===== src/rtl/alu_arbiter.sv =====
// Two-requester round-robin arbiter in front of a single-issue ALU.
// One transaction at a time: grant in IDLE, compute in EXEC, hold the result in DONE.
module alu_arbiter #(
  parameter int DATA_W = 8
) (
  input  logic              clk,
  input  logic              rst_n,
  input  logic              req0_valid,
  output logic              req0_ready,
  input  logic [DATA_W-1:0] req0_a,
  input  logic [DATA_W-1:0] req0_b,
  input  logic [2:0]        req0_op,
  input  logic              req1_valid,
  output logic              req1_ready,
  input  logic [DATA_W-1:0] req1_a,
  input  logic [DATA_W-1:0] req1_b,
  input  logic [2:0]        req1_op,
  output logic              res_valid,
  input  logic              res_ready,
  output logic [DATA_W-1:0] res_data,
  output logic              res_carry,
  output logic              res_id,
  output logic              busy,
  output logic [7:0]        done_cnt,
  output logic [1:0]        dbg_state
);

  // Handshakes: a transfer happens on a rising edge where valid && ready are both high.
  // Requesters may drop or change payload freely once the transfer edge has passed;
  // the result stays stable while res_valid is high until res_ready is seen at an edge.

  typedef enum logic [1:0] {
    IDLE = 2'b00,
    EXEC = 2'b01,
    DONE = 2'b10
  } state_t;

  state_t state, state_nxt;

  logic              prio_ptr;
  logic              grant_id;
  logic              hs;
  logic [DATA_W-1:0] a_q, b_q;
  logic [2:0]        op_q;
  logic              id_q;
  logic [DATA_W:0]   sum, diff;
  logic [DATA_W-1:0] alu_data;
  logic              alu_carry;

  // A lone requester always wins; a tie goes to the pointer.
  always_comb begin
    grant_id = 1'b0;
    if (req0_valid && req1_valid) begin
      grant_id = prio_ptr;
    end else if (req1_valid) begin
      grant_id = 1'b1;
    end
  end

  // Readys are forced low while reset is held, even though state is already IDLE.
  assign req0_ready = rst_n && (state == IDLE) && req0_valid && !grant_id;
  assign req1_ready = rst_n && (state == IDLE) && req1_valid &&  grant_id;
  assign hs         = req0_ready || req1_ready;

  always_ff @(posedge clk or negedge rst_n) begin
    if (!rst_n) begin
      state <= IDLE;
    end else begin
      state <= state_nxt;
    end
  end

  always_comb begin
    state_nxt = state;
    case (state)
      IDLE:    if (hs) state_nxt = EXEC;
      EXEC:    state_nxt = DONE;
      DONE:    if (res_ready) state_nxt = IDLE;
      default: state_nxt = IDLE;
    endcase
  end

  always_ff @(posedge clk or negedge rst_n) begin
    if (!rst_n) begin
      prio_ptr <= 1'b0;
      id_q     <= 1'b0;
      a_q      <= '0;
      b_q      <= '0;
      op_q     <= '0;
    end else if (hs) begin
      prio_ptr <= ~grant_id;
      id_q     <= grant_id;
      a_q      <= grant_id ? req1_a  : req0_a;
      b_q      <= grant_id ? req1_b  : req0_b;
      op_q     <= grant_id ? req1_op : req0_op;
    end
  end

  // Widened add/sub: bit DATA_W is carry-out for add and unsigned borrow for sub.
  always_comb begin
    sum       = {1'b0, a_q} + {1'b0, b_q};
    diff      = {1'b0, a_q} - {1'b0, b_q};
    alu_data  = '0;
    alu_carry = 1'b0;
    case (op_q)
      3'd0: begin
        alu_data  = sum[DATA_W-1:0];
        alu_carry = sum[DATA_W];
      end
      3'd1: begin
        alu_data  = diff[DATA_W-1:0];
        alu_carry = diff[DATA_W];
      end
      3'd2:    alu_data = a_q & b_q;
      3'd3:    alu_data = ~(a_q | b_q);
      3'd4:    alu_data = a_q | b_q;
      3'd5:    alu_data = ~(a_q & b_q);
      3'd6:    alu_data = a_q ^ b_q;
      3'd7:    alu_data = ~a_q;
      default: alu_data = '0;
    endcase
  end

  always_ff @(posedge clk or negedge rst_n) begin
    if (!rst_n) begin
      res_data  <= '0;
      res_carry <= 1'b0;
      res_id    <= 1'b0;
    end else if (state == EXEC) begin
      res_data  <= alu_data;
      res_carry <= alu_carry;
      res_id    <= id_q;
    end
  end

  always_ff @(posedge clk or negedge rst_n) begin
    if (!rst_n) begin
      done_cnt <= 8'd0;
    end else if ((state == DONE) && res_ready) begin
      done_cnt <= done_cnt + 8'd1;
    end
  end

  assign res_valid = (state == DONE);
  assign busy      = (state != IDLE);
  assign dbg_state = state;

endmodule


===== config.mk =====
export PLATFORM = sky130hd
export DESIGN_NAME = alu_arbiter
export DESIGN_NICKNAME = d
export VERILOG_FILES = /design/src/rtl/alu_arbiter.sv
export SDC_FILE = /design/constraint.sdc
export NUM_CORES = 1
export LEC_CHECK = 0
export BUFFER_PORTS_ARGS = -buffer_cell sky130_fd_sc_hd__clkbuf_2
export CORE_ASPECT_RATIO = 2
export CORE_UTILIZATION = 45
export DETAILED_ROUTE_END_ITERATION = 8
export GPL_TIMING_DRIVEN = 0
export PLACE_DENSITY_LB_ADDON = 0.05
export SYNTH_ARGS = -nofsm -noshare
export SYNTH_HDL_FRONTEND = slang
export SYNTH_SLANG_ARGS = --single-unit

===== constraint.sdc =====
create_clock -name clk -period 6.1 [get_ports clk]
set_input_delay 0.305 -clock clk [delete_from_list [all_inputs] [get_ports clk]]
set_output_delay 0.305 -clock clk [all_outputs]
set_load 0.1 [all_outputs]

Word level (Yosys, flattened, before mapping). Cells that the tools add are included.

Register bits: 41. Input port bits: 43. Output and inout port bits: 24. Logic and storage cells: 54.

Add/sub/neg operators: 3. Equality and inequality tests: 11. Muxes and demuxes: 10. Bitwise gates (word level): 7. Reduce and logical (&&, ||, !) cells: 13.

Operators with widths (number): 8-bit one-hot mux with 8 select lines (1); 8-bit NOT (3); 8-bit two-way mux (2); 3-bit == test, second input constant (4); 8-bit by 8-bit adder with 9-bit output (1); 8-bit by 8-bit subtractor with 9-bit output (1); 8-bit by 1-bit adder with 8-bit output, second input constant (1); 8-bit AND (1); 8-bit OR (1); 8-bit XOR (1); 1-bit logical AND (7); 3-bit by 2-bit == test with 1-bit output, second input constant (2); 2-bit one-hot mux with 3 select lines (1); 2-bit two-way mux (2); 3-bit by 1-bit == test with 1-bit output, second input constant (1); 3-bit zero test (1); 3-bit two-way mux (1); 2-bit by 1-bit == test with 1-bit output, second input constant (1); 2-bit == test, second input constant (1); 2-bit zero test (1); 1-bit two-way mux (2); 2-bit by 1-bit inequality test with 1-bit output, second input constant (1); 2-bit inequality test, second input constant (1); 1-bit one-hot mux with 2 select lines (1); other kinds (5) (5).

Depth between registers and ports, before layout.
Word-level depth: 7. Gate-level depth with buffers: 10.

Least setup slack after synthesis. Ideal clock, no wire load.

Path kind: register to register. From: register state[1], in the netlist dbg_state[1]. To: register a_q[1]. Setup time: 0.072 ns. Data arrival time: 3.496 ns. Path slack: 2.533 ns. Cell stages (with the launch flop): 5. Clock period less this slack: 3.567 ns. Path through: dfrtp_1 -> or2_1 -> nor3_2 -> a222oi_1 -> inv_1.

Longest elaborated chain between the ends: 5.

Ends and longest elaborated chain: start: declaration (line 38) `state_t state, state_nxt;`; start signal: assignment (line 69) `state <= state_nxt;`; 2-bit zero test (line 62) `assign req1_ready = rst_n && (state == IDLE) && req1_valid && grant_id;`; 1-bit logical AND (3 in series) (line 62); net req1_ready (line 14) `output logic req1_ready,`; 1-bit logical OR (line 63) `assign hs = req0_ready || req1_ready;`; end signal: assignment (line 93) `a_q <= grant_id ? req1_a : req0_a;`; end: declaration (line 43) `logic [DATA_W-1:0] a_q, b_q;`.

The timed path passes the listed nets, and every way through them passes these cells. A chain may end at the register's enable or synchronous reset.

Worst setup path in the final report.
From: input rst_n. To: output req0_ready.

Longest elaborated chain between the ends: 3.

Ends and longest elaborated chain: start: declaration (line 7) `input logic rst_n,`; 1-bit logical AND (3 in series) (line 61) `assign req0_ready = rst_n && (state == IDLE) && req0_valid && !grant_id;`; end: declaration (line 9) `output logic req0_ready,`.

No other way between the ends.

==> summary.md <==
| Metric | Value |
|---|---|
| First-iteration detailed-routing DRC count | `147` |
| Worst-case setup slack after placement | `~3300 ps` |
| Critical path endpoint category | `output port` |
| Max transition margin | `28.7%` |
| Die height | `about 120 µm` |
| Worst Hold Class | `primary input to async pin` |
| Number of input and output port buffers inserted | `66` |
| Average wire per standard cell | `roughly 16 µm` |
| Highest-delay cell along the critical path | `clkbuf_2` |
| # Max-Cap Violations | `0` |
| Setup_tns | `0 ps` |
| Total nets after synthesis | `417` |
| Worst R2R End | `res_data[6]` |
| Clock latency on the worst-skew pair | `approximately 290 ps` |
| Count of cell types in the netlist | `53` |
| EDFF count, synth | `0` |
| Utilization after layout | `55.7%` |
| Cell breakdown of the critical path | `clkbuf_2, inv_1, nor2_2, and3_1, buf_2, clkbuf_2` |
| Largest net degree at the start of global routing | `43` |
| Post-layout instance count excluding filler cells | `508` |
| Critical path launch point type | `primary input` |
| FF-to-FF path depth | `10` |
| Fill cell instance count of the final layout | `roughly 660` |
| Largest vdd supply drop | `517 µV` |
| Count of pins on the block boundary | `67` |
| Achievable Freq | `371 MHz` |
| Full die area | `0.00726 mm²` |
| Post-CTS setup buffer count | `0` |
| Clock tree root driver cell | `clkbuf_16` |
| Highest net fanout along the worst path | `42` |
| Arr. time, crit path | `between 2000 and 2500 ps` |
| Number of clock sinks seen by CTS | `41` |
| Number of iterations in the first detailed-routing pass | `4` |
| LEAKAGE | `1.88 nW` |
| DRT antenna net count | `0` |
| Average vias per placed instance | `5.44` |
| Placer Congestion | `roughly 0.92` |
| Initial antenna violation count | `0` |
| Cells after Synth | `346` |
| CTS buffer count | `5` |
| Slew of the pin with the lowest slew margin | `1070 ps` |
| Result of the run | `finished clean` |
| Areal power density over the cells | `~620 mW/mm²` |
| Predominant post-synthesis flop cell | `dfrtp_1` |
| FF-to-FF Start | `a_q[0]` |
| Avg Inst Size Synth | `roughly 9 µm²` |
| Synthesis Warnings | `0` |
| CP Class | `primary input to output port` |
| Remaining Overflow, GRT | `0` |
| Reg clk slew, reported paths | `around 70 ps` |
| Fin crit share | `44.2%` |
| Post-route setup slack | `3400 ps` |
| Die span in x | `60.8 µm` |
| Aggregate routed wire length | `just over 8000 µm` |
| Cell area after synthesis | `0.00311 mm²` |
| Hold buffer count at CTS | `0` |
| Placed insts | `500` |
| Minimum clock period after layout | `2700 ps` |
| DRC errors left | `0` |
| Share of cells above drive strength 1 | `roughly 26%` |
| Slowest Stage Delay on Critical Path | `780 ps` |
| Initial Util | `46.9%` |
| Post-synth top area share | `about a third` |
| Vias in the first global route | `2785` |
| Area growth from synthesis to layout | `18.8%` |
| Fraction of synthesis flops using an asynchronous set or reset pin | `100%` |
| H-tree levels | `2` |
| Fin Clk Skew | `8.11 ps` |
| HPWL after detailed placement | `6380 µm` |
| Reg-to-reg setup timing slack | `3760 ps` |
| Top cells by instance count after synthesis | `dfrtp_1, nand2_1, inv_1` |
| Number of hold violations in the final report | `0` |
| Setup repair after global routing missed its margin | `no` |
| Global-route total usage across every layer | `25.4%` |
| Number of gates resized after cts | `0` |
| Global-route wire length before repair | `13600 µm` |
| Total number of vias | `2765` |
| CTS tree | `yes` |
| Cell accounting for the most synthesized area | `dfrtp_1` |
| Flops & latches, synth | `41` |
| Area of the placeable core | `0.00662 mm²` |
| Rows | `42` |
| Max Transition Viols Final | `0` |
| Most numerous cell on the critical path | `clkbuf_2` |
| Dominant cell by count in the synthesized netlist | `dfrtp_1` |
| Leading post-synthesis cells by cell area | `dfrtp_1, ha_1, mux2i_1` |
| Proportion of synthesized chip area in sequential cells | `33.0%` |
| Data required time at the worst endpoint | `roughly 5800 ps` |
| Number of diodes | `0` |
| Setup violation total in the final timing report | `0` |
| Final #Nets | `490` |
| CTS max path bufs | `2` |
==> registers in the layout, summed over array words and instances, names as in the netlist <==
| register | cells |
|---|---|
| a_q | 8 |
| done_cnt | 8 |
| id_q | 1 |
| res_carry | 1 |
| op_q | 3 |
| dbg_state | 2 |
| res_data | 8 |
| prio_ptr | 1 |
| res_id | 1 |
| b_q | 8 |
==> critical path, delay by kind of cell <==
family / cells / cell delay, ps
buffers and inverters: 4 / 1640
and+or+nand+nor: 2 / 430
==> cell type report <==
cell class | count | area, µm² | share of cell area (%)
sequential | 41 | 1030 | 27.8
multi-input combinational | 249 | 1850 | 50.1
clock inverter | 3 | 17.5 | 0.475
tap | 88 | 110 | 2.98
clock buffer | 5 | 125 | 3.39
inverter | 36 | 135 | 3.66
buffer | 20 | 96.3 | 2.61
timing repair buffer | 66 | 330 | 8.95
==> routing by layer <==
layer / vias to the layer above / GRT usage (%) / wire [µm]
met1: 1304 / 28.4 / 2960
met2: 79 / 44.2 / 4590
met3: 26 / 3.77 / 276
li1: 1356 / - / -
met4: 0 / 13.1 / 341
met5: - / 0 / 0
==> stage by stage <==
stage	hold WS (ps)	cell area [µm²]	power, W
floorplan	9.41	3110	0.00170
global placement	457	3550	0.00200
detailed placement	463	3550	0.00202
CTS	223	3690	0.00229
global route	247	3690	0.00246
finish	194	3690	0.00229
==> cells by family after synthesis <==
kind of cell	count (synthesis)	share of synthesized area, %
buffers and inverters	56	7.45
xor gates and xnor gates	12	3.38
AOI/OAI and AO/OA	97	21.3
DFF	41	33.0
and+or+nand+nor	87	13.3
muxes	25	9.75
adders and majority gates	28	11.8
==> report_power, final <==
part / switching (W) / leakage, nW / total [W] / internal [W]
Combinational: 0.00105 / 1.30 / 0.00154 / 0.000496
Sequential: 0.000103 / 0.511 / 0.000486 / 0.000382
Clock: 0.000115 / 0.0696 / 0.000265 / 0.000150
==> placed cells by master, fill, tap and decap left out, drive strengths merged, types with 2 or more instances in the layout <==
cell,n
dfrtp,41
o31ai,2
mux4,4
nor2,19
nor2b,5
nand2b,3
a221oi,2
nand2,37
clkbuf,78
o41ai,2
a222oi,6
a21oi,19
o21ai,36
nand4,3
nand3,2
xor2,4
inv,36
clkinv,2
mux2,2
and2,2
nor3,6
o21bai,5
xnor2,8
ha,26
buf,13
a31oi,2
a41oi,2
a211oi,5
mux2i,19
o22a,2
o22ai,3
and3,4
o21a,2
a21o,3
fa,2
or3,3
==> worst max-delay path by stage <==
| stage | endpoint | startpoint | cells past startpoint | slack [ps] |
|---|---|---|---|---|
| 3_3_place_gp | req1_ready | rst_n | 4 | 3320 |
| 3_5_place_dp | req1_ready | rst_n | 4 | 3300 |
| 4_1_cts | req0_ready | rst_n | 6 | 3300 |
| 5_1_grt | req0_ready | rst_n | 6 | 3150 |
| 6_report | req0_ready | rst_n | 6 | 3400 |
| 2_1_floorplan | a_q[1] | dbg_state[1] | 4 | 2530 |
(Power assumes the default switching activity.)
